[config.mk]
export PLATFORM = sky130hd
export DESIGN_NAME = commit_trace_buffer
export DESIGN_NICKNAME = d
export VERILOG_FILES = /design/src/rtl/trace_pkg.sv /design/src/rtl/trace_fifo.sv /design/src/rtl/commit_trace_buffer.sv
export SDC_FILE = /design/constraint.sdc
export NUM_CORES = 2
export LEC_CHECK = 0
export ABC_AREA = 0
export CORE_UTILIZATION = 45
export DETAILED_ROUTE_END_ITERATION = 6
export PLACE_DENSITY = 0.68
export SYNTH_ARGS = -nofsm -noshare
export SYNTH_HDL_FRONTEND = slang
export SYNTH_HIERARCHICAL = 1
export SYNTH_SLANG_ARGS = --single-unit
[constraint.sdc]
create_clock -name clk -period 13.45 [get_ports clk]
set_clock_uncertainty 0.15 [all_clocks]
set_input_delay 2.0175 -clock clk [delete_from_list [all_inputs] [get_ports clk]]
set_output_delay 2.0175 -clock clk [all_outputs]
set_load 0.02 [all_outputs]
[src/rtl/trace_pkg.sv]
// ---------------------------------------------------------------------------
// trace_pkg
// Shared constants, trace-entry record and helper function for the commit
// trace buffer.
//   TS_W          : timestamp / cycle-counter width
//   DROP_W        : dropped-event counter width
//   CH_MAX_W      : widest channel index (up to 8 channels)
//   FIELD_MAX_W   : widest pc/addr/data field the record can carry
//   trace_entry_t : one trace record (ch, pc, addr, data, ts). Fields are
//                   sized for the widest configuration. Narrower instances
//                   zero-extend into the record and truncate back out of it.
//   drop_sat_add  : saturating add used by the drop counter
// ---------------------------------------------------------------------------
package trace_pkg;

  localparam int TS_W        = 32;
  localparam int DROP_W      = 16;
  localparam int CH_MAX_W    = 3;
  localparam int FIELD_MAX_W = 64;

  typedef struct packed {
    logic [CH_MAX_W-1:0]    ch;
    logic [FIELD_MAX_W-1:0] pc;
    logic [FIELD_MAX_W-1:0] addr;
    logic [FIELD_MAX_W-1:0] data;
    logic [TS_W-1:0]        ts;
  } trace_entry_t;

  // Add up to 15 events to the drop counter and stick at all-ones.
  function automatic logic [DROP_W-1:0] drop_sat_add(input logic [DROP_W-1:0] cnt,
                                                     input logic [3:0]        inc);
    logic [DROP_W:0] sum;
    sum = {1'b0, cnt} + {{(DROP_W-3){1'b0}}, inc};
    if (sum[DROP_W]) begin
      drop_sat_add = {DROP_W{1'b1}};
    end else begin
      drop_sat_add = sum[DROP_W-1:0];
    end
  endfunction

endpackage

[src/rtl/trace_fifo.sv]
// ---------------------------------------------------------------------------
// trace_fifo
// Show-ahead FIFO that stores trace entries. rdata_o always presents the head
// entry. A push into a full FIFO is accepted only when a pop happens on the
// same edge. flush_i empties the FIFO and takes priority over push and pop.
// Parameters:
//   DEPTH : number of entries, a power of two and at least 2
//   W     : entry width in bits
// Ports:
//   clk_i    : clock, rising edge
//   rst_i    : asynchronous active-high reset
//   flush_i  : synchronous clear
//   push_i   : write wdata_i at the tail
//   wdata_i  : entry to write
//   pop_i    : remove the head entry (ignored when empty)
//   rdata_o  : head entry
//   level_o  : occupancy, 0..DEPTH
// ---------------------------------------------------------------------------
module trace_fifo #(
  parameter int DEPTH = 16,
  parameter int W     = 8
) (
  input  logic                   clk_i,
  input  logic                   rst_i,
  input  logic                   flush_i,
  input  logic                   push_i,
  input  logic [W-1:0]           wdata_i,
  input  logic                   pop_i,
  output logic [W-1:0]           rdata_o,
  output logic [$clog2(DEPTH):0] level_o
);

  localparam int PW = $clog2(DEPTH);

  logic [W-1:0]  mem_q [DEPTH];
  logic [PW-1:0] wptr_q, wptr_d;
  logic [PW-1:0] rptr_q, rptr_d;
  logic [PW:0]   level_q, level_d;
  logic          do_pop_s;
  logic          do_push_s;

  assign do_pop_s  = pop_i && (level_q != '0) && !flush_i;
  assign do_push_s = push_i && !flush_i && ((level_q != (PW+1)'(DEPTH)) || do_pop_s);

  // Next-state pointers and level.
  // The pointers wrap naturally because DEPTH is a power of two.
  always_comb begin
    wptr_d  = wptr_q;
    rptr_d  = rptr_q;
    level_d = level_q;
    if (flush_i) begin
      wptr_d  = '0;
      rptr_d  = '0;
      level_d = '0;
    end else begin
      if (do_push_s) begin
        wptr_d = wptr_q + PW'(1);
      end else begin
        wptr_d = wptr_q;
      end
      if (do_pop_s) begin
        rptr_d = rptr_q + PW'(1);
      end else begin
        rptr_d = rptr_q;
      end
      case ({do_push_s, do_pop_s})
        2'b10:   level_d = level_q + (PW+1)'(1);
        2'b01:   level_d = level_q - (PW+1)'(1);
        default: level_d = level_q;
      endcase
    end
  end

  // Pointer and level registers.
  always_ff @(posedge clk_i or posedge rst_i) begin
    if (rst_i) begin
      wptr_q  <= '0;
      rptr_q  <= '0;
      level_q <= '0;
    end else begin
      wptr_q  <= wptr_d;
      rptr_q  <= rptr_d;
      level_q <= level_d;
    end
  end

  // Entry storage. It has no reset because level_q alone decides validity.
  always_ff @(posedge clk_i) begin
    if (do_push_s) begin
      mem_q[wptr_q] <= wdata_i;
    end
  end

  assign rdata_o = mem_q[rptr_q];
  assign level_o = level_q;

endmodule

[src/rtl/commit_trace_buffer.sv]
// ---------------------------------------------------------------------------
// commit_trace_buffer
// Captures per-channel commit events (ch0 = register writeback,
// ch1 = memory store, ...) into one-deep pending slots. It then moves at most
// one pending slot per cycle, in round-robin order, into a show-ahead trace
// FIFO. The FIFO is read out through a valid/ready handshake.
// Optional feature: define TRACE_TIMESTAMP_EN to keep a free-running 32-bit
// cycle counter and store each event's capture cycle with the entry.
// Without it, no counter or timestamp storage exists and out_ts is tied to 0.
// Parameters: NCH (1..8 channels), DEPTH (FIFO entries, power of two, >= 2),
//             PCW/AW/DW (pc/addr/data widths, at most 64 each).
// Ports:
//   clk, rst           : clock (rising edge), asynchronous active-high reset
//   ev_valid[NCH]      : per-channel event strobe, already qualified
//   ev_pc/addr/data    : packed per-channel payload, channel i in slice i
//   flush              : drop everything buffered plus this cycle's events
//   out_valid/out_ready: readout handshake. A pop happens when both are high.
//   out_ch..out_ts     : head entry. Only meaningful while out_valid is high.
//   level              : FIFO occupancy
//   drop_cnt           : saturating count of events lost to a busy slot
// ---------------------------------------------------------------------------
module commit_trace_buffer
  import trace_pkg::*;
#(
  parameter int NCH   = 2,
  parameter int DEPTH = 16,
  parameter int PCW   = 32,
  parameter int AW    = 32,
  parameter int DW    = 32,
  localparam int CHW  = (NCH > 1) ? $clog2(NCH) : 1
) (
  input  logic                   clk,
  input  logic                   rst,
  input  logic [NCH-1:0]         ev_valid,
  input  logic [NCH*PCW-1:0]     ev_pc,
  input  logic [NCH*AW-1:0]      ev_addr,
  input  logic [NCH*DW-1:0]      ev_data,
  input  logic                   flush,
  output logic                   out_valid,
  input  logic                   out_ready,
  output logic [CHW-1:0]         out_ch,
  output logic [PCW-1:0]         out_pc,
  output logic [AW-1:0]          out_addr,
  output logic [DW-1:0]          out_data,
  output logic [TS_W-1:0]        out_ts,
  output logic [$clog2(DEPTH):0] level,
  output logic [DROP_W-1:0]      drop_cnt
);

  localparam int LW = $clog2(DEPTH) + 1;
`ifdef TRACE_TIMESTAMP_EN
  localparam int EN_TS_W = TS_W;
`else
  localparam int EN_TS_W = 0;
`endif
  // FIFO entry layout from MSB down: ch | pc | addr | data | ts (optional).
  localparam int OFF_DATA = EN_TS_W;
  localparam int OFF_ADDR = OFF_DATA + DW;
  localparam int OFF_PC   = OFF_ADDR + AW;
  localparam int OFF_CH   = OFF_PC + PCW;
  localparam int ENTRY_W  = OFF_CH + CHW;

  logic [NCH-1:0]    pend_vld_q, pend_vld_d;
  logic [PCW-1:0]    pend_pc_q   [NCH];
  logic [PCW-1:0]    pend_pc_d   [NCH];
  logic [AW-1:0]     pend_addr_q [NCH];
  logic [AW-1:0]     pend_addr_d [NCH];
  logic [DW-1:0]     pend_data_q [NCH];
  logic [DW-1:0]     pend_data_d [NCH];
`ifdef TRACE_TIMESTAMP_EN
  logic [TS_W-1:0]   pend_ts_q   [NCH];
  logic [TS_W-1:0]   pend_ts_d   [NCH];
  logic [TS_W-1:0]   cnt_q;
`endif

  logic [CHW-1:0]    rr_q, rr_d;
  logic [DROP_W-1:0] drop_q, drop_d;
  logic [3:0]        n_drop_s;

  logic [CHW-1:0]    cand_s;
  logic [CHW-1:0]    grant_idx_s;
  logic              grant_vld_s;
  logic [NCH-1:0]    grant_oh_s;

  logic [LW-1:0]     level_s;
  logic              full_s;
  logic              pop_s;
  logic              can_push_s;
  logic [ENTRY_W-1:0] wdata_s;
  logic [ENTRY_W-1:0] rdata_s;
  trace_entry_t      head_s;

  assign out_valid  = (level_s != '0);
  assign pop_s      = out_valid && out_ready;
  assign full_s     = (level_s == LW'(DEPTH));
  // A full FIFO still accepts a push when the head leaves on the same edge.
  assign can_push_s = !full_s || pop_s;

`ifdef TRACE_TIMESTAMP_EN
  // Free-running cycle counter. Each event is stamped with the value it holds
  // at the capturing edge.
  always_ff @(posedge clk or posedge rst) begin
    if (rst) begin
      cnt_q <= '0;
    end else begin
      cnt_q <= cnt_q + TS_W'(1);
    end
  end
`endif

  // Round-robin pick of one pending slot, searching from rr_q upward.
  // A flush edge grants nothing, so the pointer stays where it was.
  always_comb begin
    grant_vld_s = 1'b0;
    grant_idx_s = '0;
    cand_s      = '0;
    for (int i = 0; i < NCH; i++) begin
      cand_s = CHW'((int'(rr_q) + i) % NCH);
      if (!grant_vld_s && pend_vld_q[cand_s] && can_push_s && !flush) begin
        grant_vld_s = 1'b1;
        grant_idx_s = cand_s;
      end else begin
        grant_vld_s = grant_vld_s;
      end
    end
  end

  // One-hot form of the grant for the per-slot update.
  always_comb begin
    grant_oh_s = '0;
    for (int i = 0; i < NCH; i++) begin
      grant_oh_s[i] = grant_vld_s && (grant_idx_s == CHW'(i));
    end
  end

  // Next search starts at the channel after the last grant.
  always_comb begin
    rr_d = rr_q;
    if (grant_vld_s) begin
      if (int'(grant_idx_s) == NCH - 1) begin
        rr_d = '0;
      end else begin
        rr_d = grant_idx_s + CHW'(1);
      end
    end else begin
      rr_d = rr_q;
    end
  end

  // Pending-slot update. A slot accepts a new event when it is empty or is
  // being granted this edge. Otherwise the event is lost and counted.
  always_comb begin
    pend_vld_d  = pend_vld_q;
    pend_pc_d   = pend_pc_q;
    pend_addr_d = pend_addr_q;
    pend_data_d = pend_data_q;
`ifdef TRACE_TIMESTAMP_EN
    pend_ts_d   = pend_ts_q;
`endif
    n_drop_s    = '0;
    for (int i = 0; i < NCH; i++) begin
      if (flush) begin
        pend_vld_d[i] = 1'b0;
      end else if (ev_valid[i] && (!pend_vld_q[i] || grant_oh_s[i])) begin
        pend_vld_d[i]  = 1'b1;
        pend_pc_d[i]   = ev_pc[i*PCW +: PCW];
        pend_addr_d[i] = ev_addr[i*AW +: AW];
        pend_data_d[i] = ev_data[i*DW +: DW];
`ifdef TRACE_TIMESTAMP_EN
        pend_ts_d[i]   = cnt_q;
`endif
      end else if (ev_valid[i]) begin
        n_drop_s = n_drop_s + 4'd1;
      end else if (grant_oh_s[i]) begin
        pend_vld_d[i] = 1'b0;
      end else begin
        pend_vld_d[i] = pend_vld_q[i];
      end
    end
    drop_d = drop_sat_add(drop_q, n_drop_s);
  end

  // Pending slots, round-robin pointer and drop counter.
  always_ff @(posedge clk or posedge rst) begin
    if (rst) begin
      pend_vld_q  <= '0;
      pend_pc_q   <= '{default: '0};
      pend_addr_q <= '{default: '0};
      pend_data_q <= '{default: '0};
`ifdef TRACE_TIMESTAMP_EN
      pend_ts_q   <= '{default: '0};
`endif
      rr_q        <= '0;
      drop_q      <= '0;
    end else begin
      pend_vld_q  <= pend_vld_d;
      pend_pc_q   <= pend_pc_d;
      pend_addr_q <= pend_addr_d;
      pend_data_q <= pend_data_d;
`ifdef TRACE_TIMESTAMP_EN
      pend_ts_q   <= pend_ts_d;
`endif
      rr_q        <= rr_d;
      drop_q      <= drop_d;
    end
  end

`ifdef TRACE_TIMESTAMP_EN
  assign wdata_s = {grant_idx_s, pend_pc_q[grant_idx_s], pend_addr_q[grant_idx_s],
                    pend_data_q[grant_idx_s], pend_ts_q[grant_idx_s]};
`else
  assign wdata_s = {grant_idx_s, pend_pc_q[grant_idx_s], pend_addr_q[grant_idx_s],
                    pend_data_q[grant_idx_s]};
`endif

  trace_fifo #(
    .DEPTH (DEPTH),
    .W     (ENTRY_W)
  ) u_fifo (
    .clk_i   (clk),
    .rst_i   (rst),
    .flush_i (flush),
    .push_i  (grant_vld_s),
    .wdata_i (wdata_s),
    .pop_i   (pop_s),
    .rdata_o (rdata_s),
    .level_o (level_s)
  );

  // Unpack the head entry into the shared record. ts stays zero when
  // timestamps are not stored.
  always_comb begin
    head_s      = '0;
    head_s.ch   = CH_MAX_W'(rdata_s[OFF_CH +: CHW]);
    head_s.pc   = FIELD_MAX_W'(rdata_s[OFF_PC +: PCW]);
    head_s.addr = FIELD_MAX_W'(rdata_s[OFF_ADDR +: AW]);
    head_s.data = FIELD_MAX_W'(rdata_s[OFF_DATA +: DW]);
`ifdef TRACE_TIMESTAMP_EN
    head_s.ts   = rdata_s[0 +: TS_W];
`endif
  end

  assign out_ch   = CHW'(head_s.ch);
  assign out_pc   = PCW'(head_s.pc);
  assign out_addr = AW'(head_s.addr);
  assign out_data = DW'(head_s.data);
  assign out_ts   = head_s.ts;
  assign level    = level_s;
  assign drop_cnt = drop_q;

endmodule

After elaboration in Yosys (flattened, before gate mapping)

Memory sizes are Yosys's and may differ from the RTL's.
Cells that the tools add are included.

Bits in registers: 224
Bits in writable memories: 1552
Bits of input ports: 198
Output and inout bits: 151
Word-level logic and storage cells: 108
Memories: 1

$add $sub $neg: 8
Magnitude comparators: 3
Eq/ne operators: 6
Muxes and demuxes: 41
Bitwise operators: 3
Reductions and logical operators: 33

Memory list:

| memory       | depth | bits a word | rd ports | clocked after Yosys merged registers in | write ports | RTL line         | text |
|---|---|---|---|---|---|---|---|
| u_fifo.mem_q | 16    | 97          | 1        | 0                                       | 1           | trace_fifo.sv:35 | `logic [W-1:0] mem_q [DEPTH];` |

Operator list:

| operator                                                              | count |
|---|---|
| 32-bit two-way mux                                                    | 9 |
| 4-bit two-way mux                                                     | 7 |
| 1-bit two-way mux                                                     | 22 |
| 16-bit by 4-bit adder with 17-bit output                              | 1 |
| 16-bit two-way mux                                                    | 1 |
| 1-bit logical AND                                                     | 14 |
| 4-bit by 1-bit adder with 4-bit output, second input constant         | 3 |
| 5-bit case mux with 2 select lines                                    | 1 |
| 3-bit nonzero test                                                    | 3 |
| 2-bit AND reduction                                                   | 4 |
| 3-bit by 1-bit != test with 1-bit output, second input constant       | 2 |
| 5-bit by 1-bit adder with 5-bit output, second input constant         | 1 |
| 5-bit equality test, second input constant                            | 1 |
| 1-bit zero test                                                       | 5 |
| 5-bit two-way mux                                                     | 1 |
| 5-bit != test, second input constant                                  | 1 |
| 5-bit nonzero test                                                    | 1 |
| 5-bit by 1-bit subtractor with 5-bit output, second input constant    | 1 |
| 1-bit logical OR                                                      | 4 |
| 1-bit by 2-bit < comparator with 1-bit output, second input constant  | 2 |
| 2-bit nonzero test                                                    | 2 |
| 1-bit adder, second input constant                                    | 2 |
| 2-bit by 1-bit equality test with 1-bit output, second input constant | 1 |
| 2-bit equality test, second input constant                            | 1 |
| 3 further kinds                                                       | 4 |

Logic depth before layout (Yosys ltp)

Word-level depth: 23
Gate-level depth with buffers: 13
Gate-level depth less buffers: 12

Cells and area by module

The synthesis kept the hierarchy.

Modules (own cells, without submodules):

| module              | instances | cells an instance | area each (um^2) | seq. area each (um^2) |
|---|---|---|---|---|
| trace_fifo          | 1         | 2481              | 58816.4          | 46930.0 |
| commit_trace_buffer | 1         | 655               | 9720.6           | 5280.1 |

Worst setup path before layout

OpenSTA, ideal clock, no wires.

Kind: in2reg
Start: in flush
End: mem u_fifo/mem_q[12][0] (netlist bit) (enable)
Setup time: 0.554 ns
Arrival time: 7.408 ns
Required time: 12.746 ns
Path slack: 5.338 ns
Stages: 8
Buffers on the path: 2
Path through: buf_1 -> a21oi_1 -> o21a_1 -> inv_1 -> a311oi_1 -> buf_2 -> nand3_1 -> nor2_1

Word-level cells in the longest chain between the ends: 12
Elaborated cells on any way between the ends: 14
Classes of those cells: mux (4); reduce/logical (10)

RTL lines:

| what                                        | RTL line                   | text |
|---|---|---|
| start, declared                             | commit_trace_buffer.sv:38  | `input logic flush,` |
| 1-bit zero test (*)                         | commit_trace_buffer.sv:119 | `if (!grant_vld_s && pend_vld_q[cand_s] && can_push_s && !flush) begin` |
| 1-bit logical AND                           | commit_trace_buffer.sv:119 |  |
| 1-bit two-way mux                           | commit_trace_buffer.sv:119 |  |
| 1-bit zero test                             | commit_trace_buffer.sv:119 |  |
| 1-bit logical AND (3 in series)             | commit_trace_buffer.sv:119 |  |
| 1-bit two-way mux (*)                       | commit_trace_buffer.sv:119 |  |
| named net grant_vld_s                       | commit_trace_buffer.sv:82  | `logic grant_vld_s;` |
| 1-bit logical AND (*) (2 in series)         | trace_fifo.sv:43           | `assign do_push_s = push_i && !flush_i && ((level_q != (PW+1)'(DEPTH)) \|\| do_pop_s);` |
| 1-bit two-way mux (*)                       | trace_fifo.sv:89           | `if (do_push_s) begin` |
| 1-bit two-way mux (implied by the code) (*) | trace_fifo.sv:90           | `mem_q[wptr_q] <= wdata_i;` |
| end, declared                               | trace_fifo.sv:35           |  |

The timed path passes the listed nets; every way through them passes the cells marked *.

Worst setup path in the final report

Start: reg u_fifo.rptr_q[0]
End: out out_data[8]

Word-level cells in the longest chain between the ends: 1

RTL lines:

| what                   | RTL line                  | text |
|---|---|---|
| start, declared        | trace_fifo.sv:37          | `logic [PW-1:0] rptr_q, rptr_d;` |
| start signal, assigned | trace_fifo.sv:82          | `rptr_q <= rptr_d;` |
| memory 16 x 97 bit     | -                         |  |
| end, declared          | commit_trace_buffer.sv:44 | `output logic [DW-1:0] out_data,` |

Every way passes these cells.

==> results.ini <==
[run_status]
status = complete, no violations

[floorplanning]
ioPinCount = 349
die_w_um = 392
dieArea_um2 = 154000
initial_core_util_pct = 45.5
rows = 142
core_um2 = 150000
die_h_um = 392

[worst_setup_path]
r2r_slack_ns = 8.89
cp.required_ns = 11.28
arrival_ns = 5.12
worstPathCellList = buf_4 -> buf_4 -> mux4_2 -> a22oi_1 -> nand2_1 -> clkdlybuf4s50_1
reg2reg_depth = 10
worstPathMaxFanout = 46
critPathCaptureType = output pin
slowest_delay_ns = 0.92
cpMaxStageDelayCell = dfrtp_4
cpLargestDelayFamily = buffers and inverters
path_common_cell = buf_4
worst-setup-path-type = register to output pin
r2r-start = u_fifo/level_o[4]
critPathLaunchType = register
path_buf_inv = 3
r2r_end = u_fifo/mem_q[15][53]

[routing]
vias = 32300
wl_mm = 152
dr.pass1.iters = 5
wl_per_cell_um = 26.9
postRouteAntennaNets = 0
drt_iter0_markers = 2954
drc_errors = 0
drt-vias-per-instance = 5.70

[sta]
period_share_pct = 54.2
rsz0062_at_grt = no
fmax_mhz = 137
period_minus_slack_ns = 7.29
slew_viol_final = 0
setup_violations = 0
tightest_slew_ns = 1.12
slew_headroom_pct = 25.1
finalHoldViolCount = 0
setup_tns_ns = 0

[placed_design]
dp_hpwl_mm = 83.6
gp_congestion = 0.736
portBuffers = 316

[finish]
area_growth_pct = 15.8
multi_input_area_um2 = 15300
final_layout_size_suffix_gt1_share_pct = 27.1
fin_nets = 3727
seq_area_um2 = 52200
final_cell_mix = edfxtp_1, mux4_2, clkdlybuf4s50_1, mux2_2, dfrtp_1
final_common_cell = edfxtp_1
nFillCells = 11600
finalCoreUtilization_pct = 52.7

[yosys]
synth_seq_cells = 1776
synth_edf_count = 1552
ys_types = 59
syn_area_per_cell_um2 = 21.9
synth.yosys.warnings = 6
synth_ff_type = edfxtp_1
synth.cell_area_um2 = 68500
synthArstFlopShare_pct = 12.6
synthCells = 3136
synth-seq-area-share_pct = 76.2

[clocking]
htreeDepth = 4
cts_buffers = 177
cts_root_buf = clkbuf_16
clk_path_buf_depth = 3
hold_buffers = 0
cts_setup_buffers = 0
clock_latency_ns = 0.79
cts.sinks = 1776
clk_pin_slew_worst_paths_ns = 0.06
cts_tree = built
cts_resized = 0

[global_routing]
gr-total-overflow = 0
grt_max_degree = 156
grt_pass1_wl_mm = 225
grt.met2_usage_pct = 33.2
grt_use_met1_pct = 27.2
busiest_layer = met2
grt_pass1_vias = 34100
antenna_found_initial = 3
globalRouteMet3Util_pct = 3.69
grt_usage_pct = 20.0

[power]
totalPowerFinal_mw = 14.0
p_per_area_nw_per_um2 = 176
peakVddDrop_v = 0.000158
p_leak_nw = 25.6

[worst_hold_path]
hold_start = pend_data_q[49]
hold_path_end = pend_data_q[49]
hold_depth = 1
hold_path_class = register to register

[job]
cap_violations = 0

per-stage QoR:
stage          cells  instance area, um^2  worst slack, ns  hold WS, ns
6_report        5675                79400             6.16        0.340
5_1_grt         5675                79400             5.73        0.364
4_1_cts         5674                79400             5.87        0.345
3_5_place_dp    5353                73800             6.52        0.331
3_3_place_gp    5353                73800             6.50        0.325
2_1_floorplan   3167                68700             5.34        0.310
registers in the layout (all words and copies together), names as in the netlist:
register,flops
u_fifo/rptr_q,4
rr_q,1
drop_cnt,16
pend_addr_q,64
u_fifo/mem_q,1552
pend_vld_q,2
u_fifo/level_o,5
pend_data_q,64
pend_pc_q,64
u_fifo/wptr_q,4
metal layers:
layer,vias up,share of wire [%]
met1,17300,41
li1,13700,-
met5,-,0
met2,1081,50
met4,0,2.1
met3,200,6.3
synth_stat cells, types with 8 or more instances:
| master | count | share of area, % |
|---|---|---|
| mux2_2 | 252 | 4.1 |
| and2_1 | 13 | 0.12 |
| nand2_1 | 112 | 0.61 |
| and3_1 | 11 | 0.10 |
| nand2b_1 | 8 | 0.073 |
| mux2_1 | 12 | 0.20 |
| edfxtp_1 | 1552 | 68 |
| dfrtp_1 | 224 | 8.2 |
| a22oi_1 | 194 | 2.1 |
| inv_1 | 22 | 0.12 |
| ha_1 | 11 | 0.20 |
| buf_1 | 10 | 0.055 |
| buf_4 | 35 | 0.38 |
| clkbuf_1 | 75 | 0.41 |
| buf_2 | 55 | 0.40 |
| nand3_1 | 10 | 0.073 |
| buf_6 | 24 | 0.39 |
| nor2_1 | 17 | 0.093 |
| mux4_2 | 388 | 13 |
| mux2_4 | 29 | 0.64 |
| a21oi_1 | 13 | 0.095 |
worst max path at each step:
| stage | start | endpoint | slack (ns) | cells after the start |
|---|---|---|---|---|
| 6_report | u_fifo/rptr_q[0] | out_data[8] | 6.16 | 6 |
| 5_1_grt | u_fifo/rptr_q[0] | out_data[8] | 5.73 | 6 |
| 4_1_cts | u_fifo/rptr_q[0] | out_data[8] | 5.87 | 6 |
| 3_5_place_dp | flush | u_fifo/mem_q[13][45] | 6.52 | 10 |
| 3_3_place_gp | flush | u_fifo/mem_q[13][75] | 6.50 | 10 |
| 2_1_floorplan | flush | u_fifo/mem_q[12][0] | 5.34 | 8 |
cell type report:
| type | count | share of cell area (%) |
|---|---|---|
| flip-flops and latches | 1776 | 65.8 |
| multi-input cells | 1170 | 19.3 |
| clock buffers | 233 | 5.99 |
| repair buffers | 369 | 4.53 |
| well taps | 2016 | 3.18 |
| clock inverters | 88 | 1.05 |
| inverters | 22 | 0.114 |
| diodes | 1 | 0.00315 |
cells by family (layout without fill, tap and decap cells):
logic type	Yosys count	after routing	share of synthesized area, %
compound gates	235	235	2.54
xor+xnor	11	11	0.141
fa+ha+maj	13	13	0.259
buf+inv	221	712	1.77
flops	1776	1776	76.2
mux	684	684	17.8
other cells	1	33	0.00547
simple gates	195	195	1.34
power breakdown:
| part | switching [mW] | internal (mW) | total, mW |
|---|---|---|---|
| sequential | 0.130 | 6.40 | 6.53 |
| combinational | 1.41 | 1.25 | 2.66 |
| clock | 2.04 | 2.74 | 4.77 |
| total | 3.57 | 10.4 | 14.0 |
No activity file was read; power rests on OpenSTA's default activity.
